**src/rtl/useq_ctrl.sv**
```systemverilog
`timescale 1ns/1ps
// useq_ctrl: microcode sequencer/decoder, iteration counter and start/done handshake
// for a Robertson signed multiplier. Optional macro USEQ_TRAP_EN traps illegal micro-PCs.
module useq_ctrl #(
    parameter int unsigned N     = 8,
    parameter int unsigned CNT_W = 3
) (
    input  logic       clk,
    input  logic       reset,
    input  logic [4:0] upc,
    input  logic       start,
    input  logic       q0,
    output logic       load_incr,
    output logic [4:0] upc_next,
    output logic       ld_m,
    output logic       ld_q,
    output logic       clr_a,
    output logic       add,
    output logic       sub,
    output logic       shift,
    output logic       busy,
    output logic       done
`ifdef USEQ_TRAP_EN
    ,
    output logic       err
`endif
);

    localparam int unsigned UPC_W = 5;

    localparam logic [UPC_W-1:0] U_IDLE   = UPC_W'(0);
    localparam logic [UPC_W-1:0] U_INIT   = UPC_W'(1);
    localparam logic [UPC_W-1:0] U_TEST   = UPC_W'(2);
    localparam logic [UPC_W-1:0] U_ADD    = UPC_W'(3);
    localparam logic [UPC_W-1:0] U_SHIFT  = UPC_W'(4);
    localparam logic [UPC_W-1:0] U_LOOP   = UPC_W'(5);
    localparam logic [UPC_W-1:0] U_TLAST  = UPC_W'(6);
    localparam logic [UPC_W-1:0] U_SUB    = UPC_W'(7);
    localparam logic [UPC_W-1:0] U_LSHIFT = UPC_W'(8);
    localparam logic [UPC_W-1:0] U_DONE   = UPC_W'(9);
`ifdef USEQ_TRAP_EN
    localparam logic [UPC_W-1:0] U_BAD    = UPC_W'(31);
`else
    localparam logic [UPC_W-1:0] U_BAD    = UPC_W'(0);
`endif

    logic [CNT_W-1:0] cnt_q, cnt_d;
    logic             busy_q, busy_d;
    logic             done_q, done_d;
    logic             illegal;
    logic             start_acc;
`ifdef USEQ_TRAP_EN
    logic             err_q, err_d;
`endif

    assign illegal   = (upc > U_DONE);
    assign start_acc = (upc == U_IDLE) && start;

    // Microinstruction decode: strobes and branch control from the current address.
    always_comb begin
        load_incr = 1'b0;
        upc_next  = '0;
        ld_m      = 1'b0;
        ld_q      = 1'b0;
        clr_a     = 1'b0;
        add       = 1'b0;
        sub       = 1'b0;
        shift     = 1'b0;
        case (upc)
            U_IDLE: begin
                if (!start) begin
                    load_incr = 1'b1;
                    upc_next  = U_IDLE;
                end
            end
            U_INIT: begin
                ld_m  = 1'b1;
                ld_q  = 1'b1;
                clr_a = 1'b1;
            end
            U_TEST: begin
                if (!q0) begin
                    load_incr = 1'b1;
                    upc_next  = U_SHIFT;
                end
            end
            U_ADD:   add   = 1'b1;
            U_SHIFT: shift = 1'b1;
            U_LOOP: begin
                // cnt was already decremented at SHIFT, so zero means the last add/shift step is done
                if (cnt_q != '0) begin
                    load_incr = 1'b1;
                    upc_next  = U_TEST;
                end
            end
            U_TLAST: begin
                if (!q0) begin
                    load_incr = 1'b1;
                    upc_next  = U_LSHIFT;
                end
            end
            U_SUB:    sub   = 1'b1;
            U_LSHIFT: shift = 1'b1;
            U_DONE: begin
                load_incr = 1'b1;
                upc_next  = U_IDLE;
            end
            default: begin
                load_incr = 1'b1;
                upc_next  = U_BAD;
            end
        endcase
    end

    // Next-state for the iteration counter and handshake flags.
    always_comb begin
        cnt_d  = cnt_q;
        busy_d = busy_q;
        done_d = done_q;
`ifdef USEQ_TRAP_EN
        err_d  = err_q | illegal;
`endif
        if (start_acc) begin
            busy_d = 1'b1;
            done_d = 1'b0;
        end
        if (upc == U_INIT) begin
            cnt_d = CNT_W'(N - 1);
        end
        if ((upc == U_SHIFT) && (cnt_q != '0)) begin
            cnt_d = cnt_q - CNT_W'(1);
        end
        if (upc == U_DONE) begin
            busy_d = 1'b0;
            done_d = 1'b1;
        end
`ifndef USEQ_TRAP_EN
        if (illegal) begin
            busy_d = 1'b0;
        end
`endif
    end

    always_ff @(posedge clk) begin
        if (reset) begin
            cnt_q  <= '0;
            busy_q <= 1'b0;
            done_q <= 1'b0;
`ifdef USEQ_TRAP_EN
            err_q  <= 1'b0;
`endif
        end else begin
            cnt_q  <= cnt_d;
            busy_q <= busy_d;
            done_q <= done_d;
`ifdef USEQ_TRAP_EN
            err_q  <= err_d;
`endif
        end
    end

    assign busy = busy_q;
    assign done = done_q;
`ifdef USEQ_TRAP_EN
    assign err  = err_q;
`endif

endmodule

```
**config.mk**
```make
export PLATFORM = sky130hd
export DESIGN_NAME = useq_ctrl
export DESIGN_NICKNAME = d
export VERILOG_FILES = /design/src/rtl/useq_ctrl.sv
export SDC_FILE = /design/constraint.sdc
export NUM_CORES = 1
export LEC_CHECK = 0
export ABC_AREA = 1
export BUFFER_PORTS_ARGS = -buffer_cell sky130_fd_sc_hd__clkbuf_2
export CORE_AREA = 8 8 45 47
export CTS_CLUSTER_SIZE = 14
export DETAILED_ROUTE_END_ITERATION = 7
export DIE_AREA = 0 0 53 55
export GPL_TIMING_DRIVEN = 0
export PLACE_DENSITY = 0.65
export SYNTH_ARGS = -nofsm -noshare
export SYNTH_HDL_FRONTEND = slang
export SYNTH_SLANG_ARGS = --single-unit
```
**constraint.sdc**
```tcl
create_clock -name clk -period 2.4 [get_ports clk]
set_clock_uncertainty 0.15 [all_clocks]
set_input_delay 0.24 -clock clk [delete_from_list [all_inputs] [get_ports clk]]
set_output_delay 0.24 -clock clk [all_outputs]
set_load 0.01 [all_outputs]
```
==> metrics.txt <==
post-synthesis xor/xnor area fraction=0%; startpoint types=flip-flop; clock root buffer=clkbuf_4; max-slew violations=0; Worst Path Required=2010 ps; post-synthesis adder-cell area fraction=5.510%; H-tree depth reported by CTS=1; CP max FO=3; height of the die=between 50 and 60 um; dpl ws=just under 800 ps; post-DP HPWL=929.4 um; Power Total=0.2284 mW; vias in the first global route=460; final hold viol count=0; Post-CTS Setup Bufs=0; NumNets Final=approximately 120; Arrival @ worst endpoint=1450 ps; Die W=53 um; R2R cell count=7; CTS clk-pin slew, worst paths=40 ps; Seq cells post-synth=5; setup ws final=559.7 ps; PwrDens=377.9 nW/um2; commonest non-fill, non-tap cell in the layout=clkbuf_2; Core Rows=14; LEAKAGE=roughly 0.37 nW; Core Area=1384 um2; register-to-register setup slack=between 900 and 1000 ps; mapped cell area=454.2 um2; routed len/inst=~8.4 um; Port Buffer Count=20; Clk Latency, worst-skew pair=230 ps; Final Cell Area=a little over 600 um2; All-Layer GR Usage=under 10%; layout cell share with drive strength beyond 1=35.24%; post-cts resize count=0; setup TNS=0 ps; post-layout min period=1840 ps; RR Endpoint=cnt_q[1]; Initial DRT Pass Iterations=2; DR vias/cell=4.165; VDD IR max=204.5 uV; Syn Area/Cell=5.677 um2; min-delay worst type=in -> reg; Hold Crit Endpoint=busy; register area share after synthesis=~22%; Boundary Pins=23; final setup vio count=0; placed inst area=578.1 um2; reg2reg start=cnt_q[0]; Synth Area in Simple Gates=around 47%; CTS Sinks=5; RSZ-0062 raised after global routing=no; clock tree buffer depth=2; gr ovfl total=0; worst setup path class=reg -> out; TritonCTS clock tree=done; Synth cell types=14; P&R area growth vs syn=33.06%; synthesized instance count=80; Worst setup EP type=primary output; Die Footprint=2915 um2; Vias=504; commonest cells after routing, fill and taps aside=20 x clkbuf_2, 18 x nand2_1, 17 x inv_1, 13 x nor2_1, 7 x nand3_1; period utilization=76.68%; # fillers=about 160; global-route wire length before repair=1.718 mm; largest family of logic cells by synthesized area=simple AND/OR/NAND/NOR gates; DR DRC count=0; total CTS buffers=3; MaxCap Viol Count=0; post-synthesis compound-gate area fraction=3.306%; WL final=1.018 mm; Hold Path Stages=3; YS warnings=0; pin count of the biggest net entering global routing=8; Fmax=543.4 MHz; hold buffers post-CTS=0; multiplexer share of the synthesized area=0%; outcome=finished clean; Iter 0 DRT Violations=2; initial antenna violation count=0; ANT cells=0; Routed Antenna Nets=0; initial core utilization=32.82%; placer congestion estimate=0.7725; min-delay src=start
## synth_stat cells (all sizes together)
master  number  share of area (%)
o21ai        1                1.1
dfxtp        5                 22
buf          4                6.6
ha           2                5.5
nand3        7                7.7
a21oi        2                2.2
nor2        18                 19
inv         18                 15
nand2       22                 20
conb         1               0.83
## cell type report
type                            instances  area [um2]  area share, %
Multi-Input combinational cell         54       260.3          43.06
Sequential cell                         5       100.1          16.56
Timing Repair Buffer                   20       100.1          16.56
Inverter                               18       67.56          11.18
Buffer                                  4       30.03          4.969
Clock buffer                            4       26.28          4.348
Tap cell                               16       20.02          3.313
## sequential cells by signal, summed over array words and instances, names as in the netlist
name   cells
cnt_q      3
busy       1
done       1
## power by group
| group | switching [mW] | total (mW) | internal (mW) |
|---|---|---|---|
| registers | 0.000892 | 0.0860 | 0.0851 |
| clock network | 0.0302 | 0.0928 | 0.0626 |
| logic | 0.0302 | 0.0496 | 0.0194 |
| total | 0.0613 | 0.228 | 0.167 |
## worst max-delay path, stage by stage (launching register included)
cell and delay (ps):
dfxtp_1 340, inv_1 50, ha_1 190, ha_1 200, inv_1 60, nand3_1 90
nand2_1 80, inv_1 30, nand2_1 50, clkbuf_2 120
## how the worst max path moves through the flow
stage                            to     start  depth (start not counted)
after global placement    load_incr  cnt_q[0]                          9
after detailed placement  load_incr  cnt_q[0]                          9
final                     load_incr  cnt_q[0]                          9
after CTS                 load_incr  cnt_q[0]                          9
after global routing      load_incr  cnt_q[0]                          9
after floorplan           load_incr  cnt_q[0]                          8
## kinds of logic (layout without fill, tap and decap cells)
family,after synthesis,after routing
and+or+nand+nor,47,47
buffers and inverters,22,46
DFF,5,5
AOI/OAI and AO/OA,3,3
adders and majority gates,2,2
other,1,2
## layer usage
layer / global-route usage, % / vias to the layer above / part of all wire (%)
met5: 0 / - / 0
met4: 1.293 / 0 / 0
met3: 0.8021 / 0 / 6.7
met2: 13.09 / 11 / 48
met1: 8.663 / 214 / 45
li1: - / 279 / -
## through the flow
step	utilization, %	hold WS [ps]	instances
final	43.67	133.7	121
after global routing	43.67	158.4	121
after CTS	43.67	131.8	121
after detailed placement	41.77	300.5	117
after global placement	41.77	293.9	117
after floorplan	-	249.6	81
Power figures use the tool's default switching activity.
